<file path="src/rtl/matmul_seq_ctrl_if.sv">
// Handshake, operand-read, MAC-strobe and result-write bundle of the matmul sequencer.
// The slave side is the controller; the master side is the surrounding engine.
interface matmul_seq_ctrl_if #(
  parameter int unsigned ADDR_W = 16
);
  logic              start;
  logic              abort;
  logic              a_loaded;
  logic              b_loaded;
  logic              wr_ready;
  logic              busy;
  logic              done;
  logic              rd_en;
  logic [ADDR_W-1:0] rd_addr_a;
  logic [ADDR_W-1:0] rd_addr_b;
  logic              mac_clr;
  logic              mac_en;
  logic              mac_last;
  logic              wr_en;
  logic [ADDR_W-1:0] wr_addr_r;
  logic [31:0]       cycle_count;
  logic [31:0]       stall_count;

  modport master (
    output start, abort, a_loaded, b_loaded, wr_ready,
    input  busy, done, rd_en, rd_addr_a, rd_addr_b, mac_clr, mac_en, mac_last,
    input  wr_en, wr_addr_r, cycle_count, stall_count
  );

  modport slave (
    input  start, abort, a_loaded, b_loaded, wr_ready,
    output busy, done, rd_en, rd_addr_a, rd_addr_b, mac_clr, mac_en, mac_last,
    output wr_en, wr_addr_r, cycle_count, stall_count
  );
endinterface

</file>
<file path="src/rtl/matmul_seq_ctrl.sv">
// Sequencer walking R = A x B element by element over a shared MAC datapath.
// Define MATMUL_SEQ_PERF_EN to build the saturating busy-cycle and write-stall counters.
module matmul_seq_ctrl #(
  parameter int unsigned M_ROWS  = 10,
  parameter int unsigned K_DEPTH = 10,
  parameter int unsigned N_COLS  = 10,
  parameter int unsigned ADDR_W  = 16,
  parameter int unsigned RD_LAT  = 1
) (
  input logic              clk,
  input logic              rst_n,
  matmul_seq_ctrl_if.slave bus
);

  localparam int unsigned I_W = (M_ROWS  > 1) ? $clog2(M_ROWS)  : 1;
  localparam int unsigned J_W = (N_COLS  > 1) ? $clog2(N_COLS)  : 1;
  localparam int unsigned K_W = (K_DEPTH > 1) ? $clog2(K_DEPTH) : 1;
  localparam int unsigned D_W = 3;

  typedef enum logic [2:0] {
    S_IDLE,
    S_CLEAR,
    S_ISSUE,
    S_DRAIN,
    S_STORE,
    S_DONE
  } state_t;

  state_t            state;
  logic [I_W-1:0]    i;
  logic [J_W-1:0]    j;
  logic [K_W-1:0]    k;
  logic [D_W-1:0]    drain_cnt;
  logic [ADDR_W-1:0] a_base;
  logic [ADDR_W-1:0] addr_a;
  logic [ADDR_W-1:0] addr_b;
  logic [ADDR_W-1:0] addr_r;
  logic              busy;
  logic              done;
  logic              rd_en;
  logic              rd_last;
  logic              mac_clr;

  logic accept;
  logic abort_hit;
  logic last_elem;

  assign accept    = (state == S_IDLE) && bus.start && bus.a_loaded && bus.b_loaded;
  assign abort_hit = (state != S_IDLE) && bus.abort;
  assign last_elem = (i == I_W'(M_ROWS - 1)) && (j == J_W'(N_COLS - 1));

  // The write must be granted in the same cycle wr_ready is seen, so the strobe is
  // decoded from the state register; a simultaneous abort suppresses it.
  assign bus.wr_en = (state == S_STORE) && bus.wr_ready && !bus.abort;

  assign bus.busy      = busy;
  assign bus.done      = done;
  assign bus.rd_en     = rd_en;
  assign bus.rd_addr_a = addr_a;
  assign bus.rd_addr_b = addr_b;
  assign bus.mac_clr   = mac_clr;
  assign bus.wr_addr_r = addr_r;

  // Sequencer: addresses advance by running offsets, never by multiplication.
  always_ff @(posedge clk or negedge rst_n) begin
    if (!rst_n) begin
      state     <= S_IDLE;
      i         <= '0;
      j         <= '0;
      k         <= '0;
      drain_cnt <= '0;
      a_base    <= '0;
      addr_a    <= '0;
      addr_b    <= '0;
      addr_r    <= '0;
      busy      <= 1'b0;
      done      <= 1'b0;
      rd_en     <= 1'b0;
      rd_last   <= 1'b0;
      mac_clr   <= 1'b0;
    end else begin
      done    <= 1'b0;
      rd_en   <= 1'b0;
      rd_last <= 1'b0;
      mac_clr <= 1'b0;
      if (abort_hit) begin
        state     <= S_IDLE;
        busy      <= 1'b0;
        k         <= '0;
        drain_cnt <= '0;
      end else begin
        case (state)
          S_IDLE: begin
            if (accept) begin
              state   <= S_CLEAR;
              busy    <= 1'b1;
              mac_clr <= 1'b1;
              i       <= '0;
              j       <= '0;
              k       <= '0;
              a_base  <= '0;
              addr_r  <= '0;
            end
          end
          S_CLEAR: begin
            state   <= S_ISSUE;
            rd_en   <= 1'b1;
            rd_last <= (K_DEPTH == 32'd1);
            k       <= '0;
            addr_a  <= a_base;
            addr_b  <= ADDR_W'(j);
          end
          S_ISSUE: begin
            if (k == K_W'(K_DEPTH - 1)) begin
              k         <= '0;
              drain_cnt <= '0;
              state     <= (RD_LAT > 0) ? S_DRAIN : S_STORE;
            end else begin
              k       <= K_W'(k + 1'b1);
              rd_en   <= 1'b1;
              rd_last <= (K_W'(k + 1'b1) == K_W'(K_DEPTH - 1));
              addr_a  <= addr_a + ADDR_W'(1);
              addr_b  <= addr_b + ADDR_W'(N_COLS);
            end
          end
          S_DRAIN: begin
            if (drain_cnt == D_W'(RD_LAT - 1)) begin
              state <= S_STORE;
            end else begin
              drain_cnt <= D_W'(drain_cnt + 1'b1);
            end
          end
          S_STORE: begin
            if (bus.wr_ready) begin
              addr_r <= addr_r + ADDR_W'(1);
              if (j == J_W'(N_COLS - 1)) begin
                j      <= '0;
                i      <= I_W'(i + 1'b1);
                a_base <= a_base + ADDR_W'(K_DEPTH);
              end else begin
                j <= J_W'(j + 1'b1);
              end
              if (last_elem) begin
                state <= S_DONE;
                done  <= 1'b1;
              end else begin
                state   <= S_CLEAR;
                mac_clr <= 1'b1;
                k       <= '0;
              end
            end
          end
          S_DONE: begin
            state <= S_IDLE;
            busy  <= 1'b0;
          end
          default: begin
            state <= S_IDLE;
            busy  <= 1'b0;
          end
        endcase
      end
    end
  end

  // Read-valid delay line aligning mac_en/mac_last with operand data.
  if (RD_LAT == 0) begin : g_pipe_bypass
    assign bus.mac_en   = rd_en;
    assign bus.mac_last = rd_last;
  end else begin : g_pipe
    logic [RD_LAT-1:0] en_pipe;
    logic [RD_LAT-1:0] last_pipe;

    always_ff @(posedge clk or negedge rst_n) begin
      if (!rst_n) begin
        en_pipe   <= '0;
        last_pipe <= '0;
      end else if (abort_hit) begin
        en_pipe   <= '0;
        last_pipe <= '0;
      end else begin
        en_pipe   <= RD_LAT'({en_pipe, rd_en});
        last_pipe <= RD_LAT'({last_pipe, rd_last});
      end
    end

    assign bus.mac_en   = en_pipe[RD_LAT-1];
    assign bus.mac_last = last_pipe[RD_LAT-1];
  end

`ifdef MATMUL_SEQ_PERF_EN
  logic [31:0] cycle_count;
  logic [31:0] stall_count;

  // Both counters restart with each accepted job and saturate rather than wrap.
  always_ff @(posedge clk or negedge rst_n) begin
    if (!rst_n) begin
      cycle_count <= '0;
      stall_count <= '0;
    end else if (accept) begin
      cycle_count <= '0;
      stall_count <= '0;
    end else begin
      if (busy && (cycle_count != '1)) begin
        cycle_count <= cycle_count + 32'd1;
      end
      if ((state == S_STORE) && !bus.wr_ready && (stall_count != '1)) begin
        stall_count <= stall_count + 32'd1;
      end
    end
  end

  assign bus.cycle_count = cycle_count;
  assign bus.stall_count = stall_count;
`else
  assign bus.cycle_count = '0;
  assign bus.stall_count = '0;
`endif

endmodule

</file>
<file path="src/flat_wrapper.sv">
// flat-port wrapper written by rule: the top's interface ports become plain ports
module matmul_seq_ctrl_flat 
#(
  parameter int unsigned M_ROWS  = 10,
  parameter int unsigned K_DEPTH = 10,
  parameter int unsigned N_COLS  = 10,
  parameter int unsigned ADDR_W  = 16,
  parameter int unsigned RD_LAT  = 1
)
  (clk, rst_n, bus_start, bus_abort, bus_a_loaded, bus_b_loaded, bus_wr_ready, bus_busy, bus_done, bus_rd_en, bus_rd_addr_a, bus_rd_addr_b, bus_mac_clr, bus_mac_en, bus_mac_last, bus_wr_en, bus_wr_addr_r, bus_cycle_count, bus_stall_count);
  matmul_seq_ctrl_if #(.ADDR_W(ADDR_W)) bus_i ();
  input logic clk;
  input logic rst_n;
  input wire logic [$bits(bus_i.start)-1:0] bus_start;
  input wire logic [$bits(bus_i.abort)-1:0] bus_abort;
  input wire logic [$bits(bus_i.a_loaded)-1:0] bus_a_loaded;
  input wire logic [$bits(bus_i.b_loaded)-1:0] bus_b_loaded;
  input wire logic [$bits(bus_i.wr_ready)-1:0] bus_wr_ready;
  output wire logic [$bits(bus_i.busy)-1:0] bus_busy;
  output wire logic [$bits(bus_i.done)-1:0] bus_done;
  output wire logic [$bits(bus_i.rd_en)-1:0] bus_rd_en;
  output wire logic [$bits(bus_i.rd_addr_a)-1:0] bus_rd_addr_a;
  output wire logic [$bits(bus_i.rd_addr_b)-1:0] bus_rd_addr_b;
  output wire logic [$bits(bus_i.mac_clr)-1:0] bus_mac_clr;
  output wire logic [$bits(bus_i.mac_en)-1:0] bus_mac_en;
  output wire logic [$bits(bus_i.mac_last)-1:0] bus_mac_last;
  output wire logic [$bits(bus_i.wr_en)-1:0] bus_wr_en;
  output wire logic [$bits(bus_i.wr_addr_r)-1:0] bus_wr_addr_r;
  output wire logic [$bits(bus_i.cycle_count)-1:0] bus_cycle_count;
  output wire logic [$bits(bus_i.stall_count)-1:0] bus_stall_count;
  assign bus_i.start = bus_start;
  assign bus_i.abort = bus_abort;
  assign bus_i.a_loaded = bus_a_loaded;
  assign bus_i.b_loaded = bus_b_loaded;
  assign bus_i.wr_ready = bus_wr_ready;
  assign bus_busy = bus_i.busy;
  assign bus_done = bus_i.done;
  assign bus_rd_en = bus_i.rd_en;
  assign bus_rd_addr_a = bus_i.rd_addr_a;
  assign bus_rd_addr_b = bus_i.rd_addr_b;
  assign bus_mac_clr = bus_i.mac_clr;
  assign bus_mac_en = bus_i.mac_en;
  assign bus_mac_last = bus_i.mac_last;
  assign bus_wr_en = bus_i.wr_en;
  assign bus_wr_addr_r = bus_i.wr_addr_r;
  assign bus_cycle_count = bus_i.cycle_count;
  assign bus_stall_count = bus_i.stall_count;
  matmul_seq_ctrl #(.M_ROWS(M_ROWS), .K_DEPTH(K_DEPTH), .N_COLS(N_COLS), .ADDR_W(ADDR_W), .RD_LAT(RD_LAT)) u_core (.clk(clk), .rst_n(rst_n), .bus(bus_i));
endmodule
</file>
<file path="config.mk">
export PLATFORM = sky130hd
export DESIGN_NAME = matmul_seq_ctrl_flat
export DESIGN_NICKNAME = d
export VERILOG_FILES = /design/src/rtl/matmul_seq_ctrl_if.sv /design/src/rtl/matmul_seq_ctrl.sv /design/src/flat_wrapper.sv
export SDC_FILE = /design/constraint.sdc
export NUM_CORES = 1
export LEC_CHECK = 0
export CAP_MARGIN = 20
export CORE_ASPECT_RATIO = 2
export CORE_MARGIN = 2
export CORE_UTILIZATION = 50
export DETAILED_ROUTE_END_ITERATION = 8
export PLACE_DENSITY = 0.9
export SLEW_MARGIN = 20
export SYNTH_ARGS = -nofsm -noshare
export SYNTH_HDL_FRONTEND = slang
export SYNTH_SLANG_ARGS = --single-unit
</file>
<file path="constraint.sdc">
create_clock -name clk -period 3.3 [get_ports clk]
set_input_delay 0.66 -clock clk [delete_from_list [all_inputs] [get_ports clk]]
set_output_delay 0.66 -clock clk [all_outputs]
set_load 0.01 [all_outputs]
</file>
==> flow_summary.toml <==
[finish]
seq_area_um2 = 2200
antenna_cells = 0
fin_nets = 677
final_core_utilization_pct = 58.0
area_delta_synth_final_pct = 14.3
multi_input_area_um2 = 2820
nFillCells = 889
drive_gt1_share_pct = 6.22

[grt]
grt_pass1_wl_mm = 21.6
grt_max_degree = 61
grt_pass1_vias = 4434
grt-ovfl-total = 0
antenna_found_initial = 0
gr-usage-all-layers_pct = 22.5

[detailed_routing]
via_per_inst = 6.03
routed_wl_mm = 13.0
met2_length_mm = 6.75
wl_per_cell_um = 16.3
num_vias = 4821
highest_layer = "met4"
wirelength_met1_mm = 5.13
routed-wl-met3_um = 868
drtIter0Drc = 375
drc = 0
drtAntennaViolNets = 0
firstDrtPassIters = 5

[power]
p_int_mw = 2.35
switching_power_mw = 1.47
p_per_area_nw_per_um2 = 613
ir_worst_vdd_mv = 0.368
p_comb_share_pct = 35.4
clockPowerShare_pct = 24.5
p_seq_share_pct = 40.1
switching_share_pct = 38.5
p_leak_nw = 2.62

[floorplanning]
num_rows = 54
top_level_ports = 126
die_w_um = 77.9
die-area_um2 = 11800
initial_core_util_pct = 50.8
fp.dieH_um = 152
core_um2 = 10700

[sta]
tns_ns = 0
report.final.slew_viol_count = 0
fin_crit_sh_pct = 90.2
clock_skew_ns = 0.00613
setup_viol = 0
max_freq_mhz = 336
maxSlewHeadroom_pct = 45.2
finalHoldViolCount = 0
rsz0062_at_grt = "false"
worstMarginPinSlew_ns = 0.822
timing.final.crit_period_ns = 2.98

[critical_path]
path_max_fanout = 26
reg2reg_slack_ns = 0.90
critPathKind = "reg2out"
reg2reg_from = "u_core.state[2]"
cpPeakStageDelay_ns = 0.59
path_buf_inv = 1
required_ns = 2.64
r2r-end = "u_core.bus.rd_addr_b[6]"
cpLargestDelayFamily = "simple AND/OR/NAND/NOR gates"
critPathSlowestCell = "clkdlybuf4s50_1"
critPathArrivalTime_ns = 2.32
start_kind = "register"
cp-end-kind = "primary output"
reg2reg_depth = 4
cp_cell_sequence = "or2_2 > nor2_1 > clkdlybuf4s50_1"

[clock_network]
clockRootBuffer = "clkbuf_16"
cts_resized = 0
cts_buffers = 9
cts_tree = "built"
clock-sinks = 88
clkLatencyLatePin_ns = 0.35
h-tree-depth = 3
ctsHoldBuffers = 0
post-cts-setup-buffers = 0
clockBufferDepth = 2
clk_pin_slew_worst_paths_ns = 0.06

[yosys]
synth_area_um2 = 5450
yosysUniqueCellTypes = 66
yosysMostFrequentCell = "dfrtp_1"
synth_top_area_share_pct = 40.4
synthArstFlopShare_pct = 100
synth-edff-count = 0
postSynthAreaPerCell_um2 = 9.03
yosys_warnings = 0
ys_seq_area_share_pct = 40.4
synth_common_cells = "dfrtp_1, buf_4, a21oi_1"
synth-seq-cells = 88
synth-main-ff-cell = "dfrtp_1"
synthCells = 604
synth_top_cell_by_area = "dfrtp_1"
yosys-top-cells-area = "dfrtp_1, buf_4, a21oi_1"

[place]
gp_congestion = 0.932
place_hpwl_mm = 9.06
port_buffers = 61

[status]
status = "complete, no violations"

[worst_hold_path]
holdCritPathClass = "in2async"

[job]
cap_violations = 0
## registers in the layout, summed over array words and instances, names as in the netlist, 3 cells and up
signal and flops:
u_core.j 4, u_core.state 3, u_core.a_base 15, u_core.k 4, u_core.bus.wr_addr_r 16, u_core.bus.rd_addr_b 16
u_core.i 4, u_core.drain_cnt 3, u_core.bus.rd_addr_a 16
## routing by layer
metal  GRT usage [%]  vias up
li1                -     2234
met1            28.4     2341
met2            37.8      220
met5               0        -
met3            3.61       26
met4            10.2        0
## logic make-up after synthesis
logic type | Yosys count | synth area share [%]
flip-flops | 88 | 40.4
adder cells (fa/ha/maj) | 13 | 2.98
multiplexers | 8 | 1.56
other | 1 | 0.0688
AO/OA/AOI/OAI | 163 | 19.4
AND/OR/NAND/NOR | 209 | 21.6
XOR/XNOR | 10 | 1.61
buffers and inverters | 112 | 12.4
## through the flow
step	total power, mW	instances	setup slack, ns	cell area, um^2	hold WS (ns)
3_5_place_dp	2.87	785	0.408	5970	0.480
2_1_floorplan	2.37	667	1.11	5690	0.364
3_3_place_gp	2.82	785	0.460	5970	0.466
4_1_cts	3.81	798	0.325	6230	0.422
5_1_grt	4.05	799	0.185	6240	0.454
6_report	3.82	799	0.324	6240	0.391
## cell type report
type                    count  share of cell area (%)
inverters                  15                   0.903
clock inverters             1                  0.0803
flip-flops and latches     88                    35.3
multi-input cells         467                    45.3
repair buffers             76                    11.5
well taps                 140                    2.81
clock buffers              12                    4.11
## power groups by stage
stage	combinational, mW	sequential [mW]	clock, mW
6_report	1.35	1.53	0.938
5_1_grt	1.49	1.57	0.987
4_1_cts	1.35	1.52	0.938
3_5_place_dp	1.33	1.54	0
3_3_place_gp	1.29	1.53	0
2_1_floorplan	0.860	1.51	0
## worst max path at each step
stage                    start                       end  slack (ns)  depth (start not counted)
4_1_cts        u_core.state[0]                 bus_wr_en        0.33                          3
5_1_grt        u_core.state[0]                 bus_wr_en        0.19                          3
3_3_place_gp         bus_abort                 bus_wr_en        0.46                          4
6_report       u_core.state[0]                 bus_wr_en        0.32                          3
2_1_floorplan        bus_abort  u_core.bus.rd_addr_b[10]        1.11                          5
3_5_place_dp         bus_abort                 bus_wr_en        0.41                          4
## cell usage in the layout (no fill, tap or decap), types with 3 or more instances in the layout
master / n
a211oi_1: 4
a21o_1: 4
a21oi_1: 47
a22o_1: 4
a31oi_1: 7
and2_1: 7
and3_1: 5
and3b_1: 3
and4_1: 8
buf_4: 15
clkbuf_16: 9
clkdlybuf4s50_1: 60
conb_1: 64
dfrtp_1: 88
ha_1: 13
inv_1: 15
mux2_2: 4
mux2i_1: 4
nand2_1: 42
nand2b_1: 7
nand3_1: 22
nand3b_1: 3
nand4_1: 20
nor2_1: 28
nor2b_1: 3
nor3_1: 12
nor4_1: 8
o211ai_1: 3
o21a_1: 4
o21ai_0: 36
o22a_1: 3
o22ai_1: 3
o31ai_1: 23
o32ai_1: 3
or3_1: 13
or4_1: 13
xnor2_1: 6
xor2_1: 4
Power figures use the tool's default switching activity.
